===== config.mk =====
export PLATFORM = sky130hd
export DESIGN_NAME = uart_host_link
export DESIGN_NICKNAME = d
export VERILOG_FILES = /design/src/rtl/uart_link_pkg.sv /design/src/rtl/word_byte_serializer.sv /design/src/rtl/uart_host_link.sv
export SDC_FILE = /design/constraint.sdc
export NUM_CORES = 1
export LEC_CHECK = 0
export ABC_AREA = 1
export CORE_MARGIN = 1
export CORE_UTILIZATION = 45
export DETAILED_ROUTE_END_ITERATION = 8
export HOLD_SLACK_MARGIN = 0.03
export MAX_ROUTING_LAYER = met4
export PLACE_DENSITY_LB_ADDON = 0.08
export SYNTH_ARGS = -nofsm -noshare
export SYNTH_HDL_FRONTEND = slang
export SYNTH_SLANG_ARGS = --single-unit

===== constraint.sdc =====
create_clock -name clk -period 2.2 [get_ports clk]
set_input_delay 0.44 -clock clk [delete_from_list [all_inputs] [get_ports clk]]
set_output_delay 0.44 -clock clk [all_outputs]
set_load 0.005 [all_outputs]

===== src/rtl/uart_link_pkg.sv =====
// Shared types and helpers for the host-side UART load/compute/unload link.
package uart_link_pkg;

  typedef enum logic [2:0] {
    IDLE,
    SEND_INS,
    SEND_DATA,
    RECV_RES,
    DONE
  } link_state_t;

  typedef enum logic [2:0] {
    FETCH,
    LATCH,
    PULSE,
    WAIT_LO,
    WAIT_HI
  } tx_sub_t;

  // Number of UART bytes needed to carry one word of the given width.
  function automatic int unsigned bytes_per_word(input int unsigned width,
                                                 input int unsigned uart_width);
    return (width + uart_width - 1) / uart_width;
  endfunction

endpackage


===== src/rtl/word_byte_serializer.sv =====
// Splits one loaded word into UART bytes, LSB first, with the tx_ready handshake.
// Sits in FETCH until load; the word is captured one cycle later (LATCH), which
// lines up with a synchronous read port addressed in the load cycle.
module word_byte_serializer
  import uart_link_pkg::*;
#(
  parameter int unsigned WORD_WIDTH = 60,
  parameter int unsigned UART_WIDTH = 8,
  localparam int unsigned NUM_BYTES = bytes_per_word(WORD_WIDTH, UART_WIDTH),
  localparam int unsigned CNT_WIDTH = (NUM_BYTES > 1) ? $clog2(NUM_BYTES) : 1
) (
  input  logic                  clk,
  input  logic                  rstN,
  input  logic                  load,
  input  logic [WORD_WIDTH-1:0] word,
  input  logic [CNT_WIDTH-1:0]  last_byte,
  input  logic                  tx_ready,
  output logic                  txByteStart,
  output logic [UART_WIDTH-1:0] byteForTx,
  output logic                  word_sent
);

  localparam int unsigned SHIFT_WIDTH = NUM_BYTES * UART_WIDTH;

  tx_sub_t                sub;
  logic [SHIFT_WIDTH-1:0] shift;
  logic [CNT_WIDTH-1:0]   byte_idx;
  logic [CNT_WIDTH-1:0]   last_idx;

  // Per-word byte sequencing: latch, then pulse / wait low / wait high per byte.
  always_ff @(posedge clk) begin
    if (!rstN) begin
      sub         <= FETCH;
      shift       <= '0;
      byte_idx    <= '0;
      last_idx    <= '0;
      txByteStart <= 1'b0;
      byteForTx   <= '0;
      word_sent   <= 1'b0;
    end else begin
      txByteStart <= 1'b0;
      word_sent   <= 1'b0;
      case (sub)
        FETCH: begin
          if (load) begin
            last_idx <= last_byte;
            sub      <= LATCH;
          end
        end
        LATCH: begin
          shift    <= SHIFT_WIDTH'(word);
          byte_idx <= '0;
          sub      <= PULSE;
        end
        PULSE: begin
          if (tx_ready) begin
            txByteStart <= 1'b1;
            byteForTx   <= shift[UART_WIDTH-1:0];
            sub         <= WAIT_LO;
          end
        end
        WAIT_LO: begin
          if (!tx_ready) sub <= WAIT_HI;
        end
        WAIT_HI: begin
          if (tx_ready) begin
            shift <= shift >> UART_WIDTH;
            if (byte_idx == last_idx) begin
              word_sent <= 1'b1;
              sub       <= FETCH;
            end else begin
              byte_idx <= byte_idx + CNT_WIDTH'(1);
              sub      <= PULSE;
            end
          end
        end
        default: sub <= FETCH;
      endcase
    end
  end

endmodule


===== src/rtl/uart_host_link.sv =====
// Host end of the UART link: streams the instruction image and data image out,
// then collects the result words sent back and writes them to the result RAM.
module uart_host_link
  import uart_link_pkg::*;
#(
  parameter int unsigned INS_WIDTH       = 8,
  parameter int unsigned DATA_WIDTH      = 60,
  parameter int unsigned INS_ADDR_WIDTH  = 8,
  parameter int unsigned DATA_ADDR_WIDTH = 12,
  parameter int unsigned UART_WIDTH      = 8
) (
  input  logic                       clk,
  input  logic                       rstN,
  input  logic                       start,
  input  logic [DATA_ADDR_WIDTH-1:0] data_last_addr,
  input  logic [DATA_ADDR_WIDTH-1:0] res_start_addr,
  input  logic [DATA_ADDR_WIDTH-1:0] res_end_addr,
  output logic [INS_ADDR_WIDTH-1:0]  ins_rd_addr,
  input  logic [INS_WIDTH-1:0]       ins_rd_data,
  output logic [DATA_ADDR_WIDTH-1:0] dat_rd_addr,
  input  logic [DATA_WIDTH-1:0]      dat_rd_data,
  output logic                       res_wr_en,
  output logic [DATA_ADDR_WIDTH-1:0] res_wr_addr,
  output logic [DATA_WIDTH-1:0]      res_wr_data,
  output logic                       txByteStart,
  output logic [UART_WIDTH-1:0]      byteForTx,
  input  logic                       tx_ready,
  input  logic                       rx_new_byte_indicate,
  input  logic [UART_WIDTH-1:0]      byteFromRx,
  output logic                       busy,
  output logic                       done,
  output logic                       err
);

  localparam int unsigned BYTES_PER_WORD = bytes_per_word(DATA_WIDTH, UART_WIDTH);
  localparam int unsigned ACC_WIDTH      = BYTES_PER_WORD * UART_WIDTH;
  localparam int unsigned BCNT_WIDTH     = (BYTES_PER_WORD > 1) ? $clog2(BYTES_PER_WORD) : 1;
  localparam logic [BCNT_WIDTH-1:0]     LAST_BYTE = BCNT_WIDTH'(BYTES_PER_WORD - 1);
  localparam logic [INS_ADDR_WIDTH-1:0] INS_LAST  = '1;

  link_state_t                state;
  logic                       load;
  logic                       word_sent;
  logic [DATA_ADDR_WIDTH-1:0] data_last_q;
  logic [DATA_ADDR_WIDTH-1:0] res_start_q;
  logic [DATA_ADDR_WIDTH-1:0] res_end_q;
  logic [DATA_ADDR_WIDTH-1:0] res_addr;
  logic [ACC_WIDTH-1:0]       acc;
  logic [BCNT_WIDTH-1:0]      rx_idx;

  logic [DATA_WIDTH-1:0]      tx_word;
  logic [BCNT_WIDTH-1:0]      tx_last;
  logic [ACC_WIDTH-1:0]       acc_next;

  // Serializer source select and receive byte-lane merge.
  always_comb begin
    tx_word  = dat_rd_data;
    tx_last  = LAST_BYTE;
    if (state == SEND_INS) begin
      tx_word = DATA_WIDTH'(ins_rd_data);
      tx_last = '0;
    end
    acc_next = acc | (ACC_WIDTH'(byteFromRx) << (32'(rx_idx) * UART_WIDTH));
  end

  word_byte_serializer #(
    .WORD_WIDTH (DATA_WIDTH),
    .UART_WIDTH (UART_WIDTH)
  ) u_ser (
    .clk         (clk),
    .rstN        (rstN),
    .load        (load),
    .word        (tx_word),
    .last_byte   (tx_last),
    .tx_ready    (tx_ready),
    .txByteStart (txByteStart),
    .byteForTx   (byteForTx),
    .word_sent   (word_sent)
  );

  // Session sequencing: instruction stream, data stream, result capture.
  always_ff @(posedge clk) begin
    if (!rstN) begin
      state       <= IDLE;
      load        <= 1'b0;
      data_last_q <= '0;
      res_start_q <= '0;
      res_end_q   <= '0;
      res_addr    <= '0;
      acc         <= '0;
      rx_idx      <= '0;
      ins_rd_addr <= '0;
      dat_rd_addr <= '0;
      res_wr_en   <= 1'b0;
      res_wr_addr <= '0;
      res_wr_data <= '0;
      busy        <= 1'b0;
      done        <= 1'b0;
      err         <= 1'b0;
    end else begin
      load      <= 1'b0;
      res_wr_en <= 1'b0;
      case (state)
        IDLE, DONE: begin
          if (start) begin
            data_last_q <= data_last_addr;
            res_start_q <= res_start_addr;
            res_end_q   <= res_end_addr;
            ins_rd_addr <= '0;
            dat_rd_addr <= '0;
            acc         <= '0;
            rx_idx      <= '0;
            load        <= 1'b1;
            busy        <= 1'b1;
            done        <= 1'b0;
            err         <= 1'b0;
            state       <= SEND_INS;
          end
        end
        SEND_INS: begin
          if (word_sent) begin
            load <= 1'b1;
            if (ins_rd_addr == INS_LAST) state <= SEND_DATA;
            else ins_rd_addr <= ins_rd_addr + INS_ADDR_WIDTH'(1);
          end
        end
        SEND_DATA: begin
          if (word_sent) begin
            if (dat_rd_addr == data_last_q) begin
              if (res_start_q > res_end_q) begin
                busy  <= 1'b0;
                done  <= 1'b1;
                err   <= 1'b1;
                state <= DONE;
              end else begin
                res_addr <= res_start_q;
                state    <= RECV_RES;
              end
            end else begin
              dat_rd_addr <= dat_rd_addr + DATA_ADDR_WIDTH'(1);
              load        <= 1'b1;
            end
          end
        end
        RECV_RES: begin
          if (rx_new_byte_indicate) begin
            if (rx_idx == LAST_BYTE) begin
              res_wr_en   <= 1'b1;
              res_wr_addr <= res_addr;
              res_wr_data <= DATA_WIDTH'(acc_next);
              acc         <= '0;
              rx_idx      <= '0;
              if (res_addr == res_end_q) begin
                busy  <= 1'b0;
                done  <= 1'b1;
                state <= DONE;
              end else begin
                res_addr <= res_addr + DATA_ADDR_WIDTH'(1);
              end
            end else begin
              acc    <= acc_next;
              rx_idx <= rx_idx + BCNT_WIDTH'(1);
            end
          end
        end
        default: state <= IDLE;
      endcase
    end
  end

endmodule


==> report_table.html <==
<table>
<tr><th>Metric</th><th>Value</th></tr>
<tr><th colspan="2">Detailed routing</th></tr>
<tr><td>Routed Wire Length</td><td>35,300 microns</td></tr>
<tr><td>Via count</td><td>12,016</td></tr>
<tr><td>Number of nets with antenna violations after routing</td><td>0</td></tr>
<tr><td>Number of DRC markers in iteration 0</td><td>849</td></tr>
<tr><td># DRC</td><td>0</td></tr>
<tr><td>Number of vias per cell after detailed routing</td><td>5.26</td></tr>
<tr><td>Router iterations before antenna repair</td><td>6</td></tr>
<tr><td>Routed wire per std cell</td><td>about 15 microns</td></tr>
<tr><th colspan="2">Die</th></tr>
<tr><td>Starting density of the core</td><td>0.463</td></tr>
<tr><td>Count of boundary I/O pins</td><td>222</td></tr>
<tr><td>Standard-cell rows</td><td>60</td></tr>
<tr><td>Die outline width</td><td>169 microns</td></tr>
<tr><td>Core outline area</td><td>27,300 sq um</td></tr>
<tr><td>Die boundary height</td><td>169 microns</td></tr>
<tr><td>DIE AREA</td><td>28,700 sq um</td></tr>
<tr><th colspan="2">Timing</th></tr>
<tr><td>Final period util</td><td>0.916</td></tr>
<tr><td>PnR worst setup slack</td><td>0.185 ns</td></tr>
<tr><td>Crit path time final</td><td>2.01 ns</td></tr>
<tr><td>Unrepaired setup endpoints after global routing</td><td>true</td></tr>
<tr><td>Final-report hold violation count</td><td>0</td></tr>
<tr><td>Slew at the pin with the worst max-slew slack</td><td>0.704 ns</td></tr>
<tr><td>Max-slew violations</td><td>0</td></tr>
<tr><td>Final hold slack</td><td>0.412 ns</td></tr>
<tr><td>Max_slew headroom</td><td>0.531</td></tr>
<tr><td>Post-route setup TNS</td><td>0 ns</td></tr>
<tr><td>Achievable clock frequency</td><td>496 MHz</td></tr>
<tr><td>Number of endpoints failing setup at the final stage</td><td>0</td></tr>
<tr><td>Final worst clock skew</td><td>roughly 0.014 ns</td></tr>
<tr><th colspan="2">Setup path</th></tr>
<tr><td>Critical Path RT</td><td>~2.6 ns</td></tr>
<tr><td>Type of element launching the critical path</td><td>flop</td></tr>
<tr><td>Worst reg2reg path depth</td><td>12</td></tr>
<tr><td>Worst reg2reg setup slack</td><td>0.19 ns</td></tr>
<tr><td>Type of the worst setup path</td><td>flop to flop</td></tr>
<tr><td>Arrival time of data at the critical path endpoint</td><td>2.41 ns</td></tr>
<tr><td>Kind of end point of the critical path</td><td>flop</td></tr>
<tr><td>Reg2Reg Launch Point</td><td>res_end_q[11]</td></tr>
<tr><td>RR Endpoint</td><td>res_addr[10]</td></tr>
<tr><td>CP Max Fanout</td><td>14</td></tr>
<tr><th colspan="2">GRT</th></tr>
<tr><td>Pin count of the biggest net entering global routing</td><td>117</td></tr>
<tr><td>Residual overflow from global routing</td><td>0</td></tr>
<tr><td>Global-route wire length before repair</td><td>57,100 microns</td></tr>
<tr><td>Global-route total usage across every layer</td><td>0.251</td></tr>
<tr><td>Number of global-route vias before repair</td><td>~11,000</td></tr>
<tr><td>Initial antenna violation count</td><td>0</td></tr>
<tr><th colspan="2">Worst hold path</th></tr>
<tr><td>Hold Path Cell Cnt</td><td>3</td></tr>
<tr><td>Worst hold path endpoint</td><td>u_ser.txByteStart</td></tr>
<tr><td>Min-delay src</td><td>rstN</td></tr>
<tr><td>Worst hold-check path type</td><td>input pin to flop</td></tr>
<tr><th colspan="2">Synthesis</th></tr>
<tr><td>Average size of a mapped cell</td><td>approximately 7.4 sq um</td></tr>
<tr><td>Post-Syn Instances</td><td>about 1,700</td></tr>
<tr><td>Syn_nets</td><td>1,838</td></tr>
<tr><td>Unique cell type count in the Yosys netlist</td><td>36</td></tr>
<tr><td>Synth Register Bits</td><td>about 290</td></tr>
<tr><td>Sequential-to-total area share from yosys stat</td><td>0.457</td></tr>
<tr><td>Warning count from the yosys run</td><td>0</td></tr>
<tr><td>Netlist area before placement</td><td>around 13,000 sq um</td></tr>
<tr><th colspan="2">Clock network</th></tr>
<tr><td>Num Clock Sinks</td><td>around 290</td></tr>
<tr><td>Total CTS buffers</td><td>34</td></tr>
<tr><td>Clock root cell</td><td>sky130_fd_sc_hd__clkbuf_16</td></tr>
<tr><td>CTS clock-pin slew for the worst setup and hold paths</td><td>~0.060 ns</td></tr>
<tr><td>Maximum root-to-sink buffer count</td><td>3</td></tr>
<tr><td>Number of levels the H-tree was split into</td><td>2</td></tr>
<tr><td>Later-pin clock latency in the skew report</td><td>0.50 ns</td></tr>
<tr><td>Clock tree from TritonCTS</td><td>built</td></tr>
<tr><th colspan="2">Layout</th></tr>
<tr><td>Fraction of layout cells with a size suffix above 1</td><td>0.0649</td></tr>
<tr><td>Final core utilization</td><td>0.601</td></tr>
<tr><td>Area occupied by registers</td><td>between 5000 and 6000 sq um</td></tr>
<tr><td>Number of diodes added for antenna fixing</td><td>0</td></tr>
<tr><td>Net total in the final layout</td><td>2,026</td></tr>
<tr><td>Number of fillers in the final layout</td><td>2,530</td></tr>
<tr><td>Multi-input gate area</td><td>5960 sq um</td></tr>
<tr><td>P&amp;R area growth vs syn</td><td>29.9%</td></tr>
<tr><th colspan="2">Status</th></tr>
<tr><td>Result of the run</td><td>finished clean</td></tr>
<tr><th colspan="2">Placement</th></tr>
<tr><td>Port-buffer cells</td><td>221</td></tr>
<tr><td>Routability-driven placement congestion ratio</td><td>between 0.8 and 0.9</td></tr>
<tr><td>Estimated wirelength of the detail-placed design</td><td>23,800 microns</td></tr>
<tr><td>Worst slack at placement</td><td>roughly 0.018 ns</td></tr>
<tr><th colspan="2">Power and ir drop</th></tr>
<tr><td>Worst VDD drop</td><td>0.000687 V</td></tr>
<tr><td>Pwr per Cell Area</td><td>1020 nW/um^2</td></tr>
<tr><td>Static leakage</td><td>0.00638 uW</td></tr>
<tr><th colspan="2">Run</th></tr>
<tr><td>Max-cap viol count</td><td>0</td></tr>
</table>
-- per-stage QoR --
step / power, uW / area [sq um] / std cells
finish: 16600 / 16400 / 2283
global route: 17700 / 16400 / 2283
CTS: 16800 / 16400 / 2283
global placement: 11200 / 15300 / 2227
floorplan: 9740 / 12600 / 1703
detailed placement: 11300 / 15300 / 2227
-- timing repair --
action	4_1_cts	5_1_grt
resized for setup	0	2
endpoints found under the setup margin	0	12
buffers inserted	0	0
hold buffers	0	0
-- critical path: stages, from the launching register on --
cell                       delay, ns
sky130_fd_sc_hd__dfxtp_1        0.33
sky130_fd_sc_hd__inv_1          0.07
sky130_fd_sc_hd__ha_1           0.31
sky130_fd_sc_hd__nand4_1        0.14
sky130_fd_sc_hd__nor2_2         0.16
sky130_fd_sc_hd__nand4_1        0.12
sky130_fd_sc_hd__nand2_1        0.12
sky130_fd_sc_hd__nand2_2        0.08
sky130_fd_sc_hd__nand2_1        0.13
sky130_fd_sc_hd__buf_4          0.20
sky130_fd_sc_hd__nand3b_1       0.11
sky130_fd_sc_hd__nand2_1        0.08
sky130_fd_sc_hd__nor2_1         0.04
-- worst max path at each step --
stage / slack [ns] / cells past startpoint / end / from
after global placement: 0.05 / 7 / acc[1] / start
after CTS: 0.15 / 12 / res_addr[10] / res_end_q[7]
final: 0.19 / 12 / res_addr[10] / res_end_q[11]
after detailed placement: 0.02 / 7 / acc[1] / start
after floorplan: 0.39 / 12 / res_addr[2] / res_end_q[11]
after global routing: -0.01 / 12 / res_addr[3] / res_end_q[9]
-- placed cells by master (no fill, tap or decap), types with 2 or more instances in the layout --
master / n
sky130_fd_sc_hd__o21a_1: 2
sky130_fd_sc_hd__a21o_1: 10
sky130_fd_sc_hd__xnor2_1: 12
sky130_fd_sc_hd__clkdlybuf4s50_1: 220
sky130_fd_sc_hd__nand3b_1: 4
sky130_fd_sc_hd__nor2_4: 2
sky130_fd_sc_hd__a22oi_1: 12
sky130_fd_sc_hd__clkbuf_1: 9
sky130_fd_sc_hd__a31oi_1: 54
sky130_fd_sc_hd__inv_6: 2
sky130_fd_sc_hd__ha_1: 18
sky130_fd_sc_hd__dfxtp_1: 288
sky130_fd_sc_hd__nor3_1: 25
sky130_fd_sc_hd__nand3_1: 113
sky130_fd_sc_hd__inv_1: 100
sky130_fd_sc_hd__clkbuf_8: 9
sky130_fd_sc_hd__a21oi_1: 171
sky130_fd_sc_hd__nand2_1: 309
sky130_fd_sc_hd__nand2_2: 6
sky130_fd_sc_hd__nor2_1: 155
sky130_fd_sc_hd__clkinv_1: 2
sky130_fd_sc_hd__buf_4: 37
sky130_fd_sc_hd__clkbuf_16: 35
sky130_fd_sc_hd__nand4_1: 8
sky130_fd_sc_hd__nor2_2: 4
sky130_fd_sc_hd__xor2_1: 9
sky130_fd_sc_hd__buf_12: 10
sky130_fd_sc_hd__inv_2: 12
sky130_fd_sc_hd__o21bai_1: 34
sky130_fd_sc_hd__o21ai_0: 193
sky130_fd_sc_hd__o21ai_1: 2
sky130_fd_sc_hd__a211oi_1: 36
-- layout make-up --
type                            count  area share
Multi-Input combinational cell   1186       0.364
Sequential cell                   288       0.352
Timing Repair Buffer              267       0.164
Clock buffer                       53      0.0631
Tap cell                          372      0.0284
Inverter                          114      0.0261
Clock inverter                      3     0.00290
-- flip-flops by register name, summed over array words and instances, names as in the netlist --
signal             flops
ins_rd_addr            8
res_wr_addr           12
rx_idx                 3
acc                   60
res_end_q             12
dat_rd_addr           12
u_ser.byte_idx         3
res_wr_data           60
done                   1
err                    1
u_ser.shift           60
u_ser.word_sent        1
u_ser.byteForTx        8
data_last_q           12
busy                   1
u_ser.txByteStart      1
state                  3
res_addr              12
load                   1
u_ser.sub              3
u_ser.last_idx         1
res_start_q           12
res_wr_en              1
-- Yosys cell counts, drive strengths merged --
cell type    n  area, sq um
a211oi      36          270
a21o        10         75.1
a21oi      172          865
a22oi       12         90.1
a311oi       1         8.76
a31oi       54          338
buf         36          180
clkbuf      79          297
clkinv       2         7.51
dfxtp      288         5770
ha          18          225
inv        112          420
nand2      315         1190
nand3      113          566
nand3b       4         30.0
nand4        8         50.1
nor2       162          639
nor3        27          151
nor4         1         12.5
o21a         2         15.0
o21ai      195          976
o21bai      34          255
or2          1         6.26
xnor2       12          105
xor2         9         78.8
-- power breakdown --
part / switching (uW) / leakage, uW / internal, uW
Combinational: 2910 / 0.00351 / 1660
Clock: 2120 / 0.000530 / 3330
Sequential: 540 / 0.00234 / 6080
Total: 5570 / 0.00638 / 11100
-- logic make-up after synthesis --
kind of cell,share of synthesized area
AO/OA/AOI/OAI,0.229
AND/OR/NAND/NOR,0.210
flip-flops,0.457
buffers and inverters,0.0717
adder cells (fa/ha/maj),0.0179
XOR/XNOR,0.0146
-- routing by layer --
metal	global-route usage	up-vias	wire [microns]	part of all wire
li1	-	6140	-	-
met1	0.343	5497	16700	0.47
met5	-	-	0	0
met4	0.0701	0	726	0.021
met2	0.381	326	15800	0.45
met3	0.0417	53	2110	0.060
No activity file was read; power rests on OpenSTA's default activity.
